## config.mk

```make
export PLATFORM = sky130hd
export DESIGN_NAME = phoneme_sequencer
export DESIGN_NICKNAME = d
export VERILOG_FILES = /design/src/rtl/phoneme_pkg.sv /design/src/rtl/phoneme_addr_table.sv /design/src/rtl/phoneme_sequencer.sv
export SDC_FILE = /design/constraint.sdc
export NUM_CORES = 1
export LEC_CHECK = 0
export ABC_AREA = 1
export ABC_CLOCK_PERIOD_IN_PS = 3430
export CORE_MARGIN = 2
export CORE_UTILIZATION = 60
export DETAILED_ROUTE_END_ITERATION = 8
export PLACE_DENSITY = 0.95
export SLEW_MARGIN = 20
export SYNTH_ARGS = -nofsm -noshare
export SYNTH_HDL_FRONTEND = slang
export SYNTH_SLANG_ARGS = --single-unit
```

## constraint.sdc

```tcl
create_clock -name clk -period 3.43 [get_ports clk]
set_input_delay 0.5145 -clock clk [delete_from_list [all_inputs] [get_ports clk]]
set_output_delay 0.5145 -clock clk [all_outputs]
set_load 0.02 [all_outputs]
```

## src/rtl/phoneme_pkg.sv

```systemverilog
// Shared types for the phoneme sequencer: FSM states, flash range record and the
// code -> flash byte-range table used by the speech front end.
package phoneme_pkg;
  localparam int PHON_CODE_W = 5;
  localparam int PHON_ADDR_W = 24;
  localparam int NUM_CODES   = 2 ** PHON_CODE_W;

  localparam logic [PHON_CODE_W-1:0] PAUSE_CODE = '0;

  typedef enum logic [2:0] {
    S_IDLE, S_POP, S_LOAD, S_START, S_WAIT, S_GAP, S_DONE
  } seq_state_t;

  typedef struct packed {
    logic [PHON_ADDR_W-1:0] start_addr;
    logic [PHON_ADDR_W-1:0] end_addr;
  } phoneme_range_t;

  // Codes without an entry resolve to {0,0}.
  localparam phoneme_range_t PHONEME_RANGES [NUM_CODES] = '{
    1:       '{start_addr: 24'd403,   end_addr: 24'd411},
    2:       '{start_addr: 24'd2548,  end_addr: 24'd2559},
    3:       '{start_addr: 24'd4096,  end_addr: 24'd4351},
    4:       '{start_addr: 24'd8000,  end_addr: 24'd8799},
    5:       '{start_addr: 24'd12000, end_addr: 24'd12499},
    default: '0
  };
endpackage

```

## src/rtl/phoneme_addr_table.sv

```systemverilog
// Combinational lookup of a phoneme code into its flash byte range.
module phoneme_addr_table
  import phoneme_pkg::*;
(
  input  logic [PHON_CODE_W-1:0] code_i,
  output phoneme_range_t         range_o
);
  assign range_o = PHONEME_RANGES[code_i];
endmodule

```

## src/rtl/phoneme_sequencer.sv

```systemverilog
// Queues phoneme codes and plays them one after another through audio_ctrl,
// with a muted gap after each phoneme and a longer mute for PAUSE tokens.
module phoneme_sequencer
  import phoneme_pkg::*;
#(
  parameter int DEPTH        = 8,
  parameter int CODE_W       = PHON_CODE_W,
  parameter int ADDR_W       = PHON_ADDR_W,
  parameter int START_HOLD   = 5,
  parameter int GAP_CYCLES   = 1000,
  parameter int PAUSE_CYCLES = 8000
) (
  input  logic              clk,
  input  logic              reset,
  input  logic              push,
  input  logic [CODE_W-1:0] push_code,
  input  logic              flush,
  output logic              full,
  output logic              empty,
  output logic              overflow,
  output logic              busy,
  output logic              done,
  output logic              audio_start,
  output logic [ADDR_W-1:0] audio_start_address,
  output logic [ADDR_W-1:0] audio_end_address,
  output logic              audio_silent,
  input  logic              audio_finish
);
  localparam int PTR_W = $clog2(DEPTH);
  localparam int MAX_A = (GAP_CYCLES > PAUSE_CYCLES) ? GAP_CYCLES : PAUSE_CYCLES;
  localparam int MAX_C = (MAX_A > START_HOLD) ? MAX_A : START_HOLD;
  localparam int CNT_W = $clog2(MAX_C + 1);

  localparam logic [CNT_W-1:0] HOLD_LD  = CNT_W'(START_HOLD - 1);
  localparam logic [CNT_W-1:0] GAP_LD   = CNT_W'(GAP_CYCLES - 1);
  localparam logic [CNT_W-1:0] PAUSE_LD = CNT_W'(PAUSE_CYCLES - 1);

  seq_state_t        state_q;
  logic [CODE_W-1:0] mem_q [DEPTH];
  logic [PTR_W:0]    wr_q, rd_q;
  logic [CODE_W-1:0] code_q;
  logic [CNT_W-1:0]  cnt_q;
  logic [ADDR_W-1:0] saddr_q, eaddr_q;
  logic              overflow_q, start_q, silent_q, done_q, finish_q;
  logic [CODE_W-1:0] head;
  logic              push_ok, pop, fin_rise;
  phoneme_range_t    range;

  assign full     = (wr_q[PTR_W] != rd_q[PTR_W]) && (wr_q[PTR_W-1:0] == rd_q[PTR_W-1:0]);
  assign empty    = (wr_q == rd_q);
  assign push_ok  = push && !full && !flush;
  assign pop      = (state_q == S_POP) && !flush;
  assign head     = mem_q[rd_q[PTR_W-1:0]];
  assign fin_rise = audio_finish && !finish_q;

  assign overflow            = overflow_q;
  assign busy                = (state_q != S_IDLE);
  assign done                = done_q;
  assign audio_start         = start_q;
  assign audio_silent        = silent_q;
  assign audio_start_address = saddr_q;
  assign audio_end_address   = eaddr_q;

  phoneme_addr_table u_table (
    .code_i  (code_q),
    .range_o (range)
  );

  always_ff @(posedge clk) begin
    if (push_ok) mem_q[wr_q[PTR_W-1:0]] <= push_code;
    if (state_q == S_POP) code_q <= head;
  end

  always_ff @(posedge clk or negedge reset) begin
    if (!reset) begin
      state_q    <= S_IDLE;
      wr_q       <= '0;
      rd_q       <= '0;
      cnt_q      <= '0;
      saddr_q    <= '0;
      eaddr_q    <= '0;
      overflow_q <= 1'b0;
      start_q    <= 1'b0;
      silent_q   <= 1'b0;
      done_q     <= 1'b0;
      finish_q   <= 1'b0;
    end else begin
      finish_q <= audio_finish;
      if (flush) begin
        // Abort: drop the queue and go quiet; addresses keep their last value.
        state_q    <= S_IDLE;
        wr_q       <= '0;
        rd_q       <= '0;
        overflow_q <= 1'b0;
        start_q    <= 1'b0;
        silent_q   <= 1'b0;
        done_q     <= 1'b0;
      end else begin
        if (push_ok)       wr_q       <= wr_q + 1'b1;
        if (push && full)  overflow_q <= 1'b1;
        if (pop)           rd_q       <= rd_q + 1'b1;
        done_q <= 1'b0;
        case (state_q)
          S_IDLE:  if (!empty) state_q <= S_POP;
          S_POP: begin
            if (head == PAUSE_CODE) begin
              state_q  <= S_GAP;
              silent_q <= 1'b1;
              cnt_q    <= PAUSE_LD;
            end else begin
              state_q <= S_LOAD;
            end
          end
          S_LOAD: begin
            saddr_q <= range.start_addr;
            eaddr_q <= range.end_addr;
            start_q <= 1'b1;
            cnt_q   <= HOLD_LD;
            state_q <= S_START;
          end
          S_START: begin
            if (cnt_q == '0) begin
              start_q <= 1'b0;
              state_q <= S_WAIT;
            end else begin
              cnt_q <= cnt_q - 1'b1;
            end
          end
          // Only a fresh rising edge counts; a level left high from before is ignored.
          S_WAIT: begin
            if (fin_rise) begin
              state_q  <= S_GAP;
              silent_q <= 1'b1;
              cnt_q    <= GAP_LD;
            end
          end
          S_GAP: begin
            if (cnt_q == '0) begin
              silent_q <= 1'b0;
              if (!empty) begin
                state_q <= S_POP;
              end else begin
                state_q <= S_DONE;
                done_q  <= 1'b1;
              end
            end else begin
              cnt_q <= cnt_q - 1'b1;
            end
          end
          S_DONE:  state_q <= S_IDLE;
          default: state_q <= S_IDLE;
        endcase
      end
    end
  end
endmodule

```

==> metrics <==
fin crit period about 3.0 ns; Clock Pin Slew Worst Setup and Hold Paths approximately 0.10 ns; post-synthesis cell count 580; CP arrival roughly 2.5 ns; gr usage total 0.2562; clk_lat worst skew ~0.37 ns; Tcrit/Tclk final 0.8696; Via density between 5 and 6; Setup Skew between 0.01 and 0.015 ns; CTS Hold Bufs 0; Rows 33; number of buffers created by CTS 9; multi-input logic area between 0.0015 and 0.002 mm^2; vias in the first global route 3,806; final setup TNS 0 ns; drc violations 0; relative slew slack 0.3900; total power 0.004211 W; Worst Tran Pin Value roughly 0.91 ns; total power per unit cell area between 700 and 800 mW/mm^2; endpoint class of the critical path primary output; CTS sink count 92; Antenna Nets Post-Route 0; Mean Syn Cell Area ~8.5 um^2; Max FO, Critical Path 24; Slew Limit Fails 0; CTS root buffer clkbuf_8; # nets final 633; slowest stage delay, CP just under 0.9 ns; Starting DRT DRC Count roughly 440; status completed; Leak Pwr about 2.6 nW; post-synthesis simple-gate area fraction 0.2501; # fillers approximately 590; Worst Hold Class in2async; Core ar. 0.008093 mm^2; H-tree levels 3; # diodes 0; Syn. warnings 0; Post-Route WL around 11 mm; number of post-CTS setup repair buffers 0; Worst Path Required 2.92 ns; largest family of logic cells by synthesized area simple AND/OR/NAND/NOR gates; Clock Tree Buf Depth 2; most frequent cells in the layout nand2_1, inv_1, nand3_1; multiplexer share of the synthesized area 0; unrepaired setup endpoints after global routing false; IO Pins 65; pin count of the biggest net entering global routing 48; Syn Std Cell Area between 0.004 and 0.005 mm^2; port bufs between 40 and 50; CTS tree yes; Placer Congestion approximately 0.95; Compound-Gate Fraction of Synth Area 0.05720; FMAX approximately 340 MHz; Final Hold Vio Count 0; Area contributors post-synth edfxtp_1, dfrtp_1, nand2_1; # resized after CTS 0; full die area roughly 0.009 mm^2; top cell type's share of synthesized area 0.2733; Netlist cell types 34; Die Wd 94.77 um; Die Height about 95 um; 1st-pass router iterations 5; Post-Synth XOR/XNOR Area 0.01063; ratio of cells with drive above 1 in the final layout 0.06494; routed via count 4,037; commonest non-fill, non-tap cell in the layout nand2_1; post-synthesis sequential area ratio 0.5113; WS Path Type reg2out; adder-cell share of the synthesized area 0.03037; post-synth top area cell edfxtp_1; worst-path cell chain xor2_1 -> nor2_1 -> nand3b_1 -> inv_1 -> clkdlybuf4s50_1; Storage cell area 0.002527 mm^2; Peak supply drop roughly 0.38 mV; Setup-failing EPs final 0; CP max stage cell dfrtp_1; Worst setup SP type flip-flop; max_cap viols 0; initial antenna violation count 0; total gr overflow 0; starting density of the core 0.6109; first-pass GRT wire length between 15 and 20 mm; Area growth, synth to finish 10.25%; dpl hpwl between 7 and 8 mm; #FFs+latches synth 92; Wirelength per Cell ~15 um
-- power by group --
part	internal, W	switching [W]
sequential	0.00139	0.000240
combinational	0.000654	0.00119
clock	0.000344	0.000392
total	0.00239	0.00182
-- worst max-delay path, delay by kind of cell (launching register included) --
family	cells	cell delay, ns
flops	1	0.89
buf+inv	2	0.72
simple gates	2	0.35
xor+xnor	1	0.15
-- cells in the mapped netlist (all sizes together) --
master,count
nand4,3
o21bai,2
o221ai,1
xor2,5
nand3,78
inv,95
nand2,157
xnor2,1
nor2,29
o41ai,3
nor3,9
o31ai,5
o21ai,25
edfxtp,45
o211ai,1
dfrtp,47
ha,12
conb,1
clkbuf,4
a21oi,9
buf,40
nand3b,5
a31oi,1
clkinv,2
-- layout make-up --
cell class / count / area share
Sequential cell: 92 / 0.4637
Multi-Input combinational cell: 368 / 0.3310
Timing Repair Buffer: 43 / 0.07805
Inverter: 97 / 0.06680
Tap cell: 105 / 0.02410
Clock buffer: 10 / 0.02342
Clock inverter: 6 / 0.01286
-- final timing paths --
| kind | start | to | slack [ns] | cells after the start |
|---|---|---|---|---|
| worst min register to register | cnt_q[10]$_DFFE_PN0P_ | cnt_q[10]$_DFFE_PN0P_ | 0.49 | 2 |
| worst min-delay path | reset | audio_start_address[13]$_DFFE_PN0P_ | 0.14 | 1 |
| min in group clk | cnt_q[10]$_DFFE_PN0P_ | cnt_q[10]$_DFFE_PN0P_ | 0.49 | 2 |
| worst max-delay path | rd_q[0]$_DFFE_PN0P_ | empty | 0.45 | 5 |
| max in group asynchronous | reset | state_q[2]$_DFFE_PN0P_ | 2.89 | 1 |
| worst max register to register | rd_q[0]$_DFFE_PN0P_ | cnt_q[2]$_DFFE_PN0P_ | 0.63 | 11 |
-- routing by layer --
| metal | share of wire | vias up | track usage |
|---|---|---|---|
| met5 | 0 | - | 0 |
| met4 | 0.028 | 0 | 0.1123 |
| met3 | 0.076 | 33 | 0.04868 |
| met2 | 0.51 | 233 | 0.4409 |
| met1 | 0.39 | 1898 | 0.3147 |
| li1 | - | 1873 | - |
-- flip-flops by register name, indices dropped and copies added, names as in the netlist --
register / count
code_q: 5
audio_silent: 1
mem_q: 40
done: 1
wr_q: 4
finish_q: 1
cnt_q: 13
audio_start: 1
rd_q: 4
overflow: 1
state_q: 3
audio_start_address: 10
audio_end_address: 8
-- metrics by stage --
stage	instance area, um^2	std cells	setup WS, ns	hold WS (ns)	util
after floorplan	5022	601	1.423	0.2189	-
after global placement	5250	705	0.8849	0.4589	0.6487
after detailed placement	5250	705	0.7724	0.4688	0.6487
after CTS	5448	721	0.4917	0.3463	0.6732
after global routing	5450	721	0.2993	0.1838	0.6735
final	5450	721	0.4474	0.1358	0.6735
-- logic make-up (layout without fill, tap and decap cells) --
family / Yosys count / in the layout
xor gates and xnor gates: 6 / 6
other: 1 / 22
adders and majority gates: 12 / 12
AOI/OAI and AO/OA: 47 / 47
buffers and inverters: 141 / 156
and+or+nand+nor: 281 / 281
DFF: 92 / 92
(Power assumes the default switching activity.)
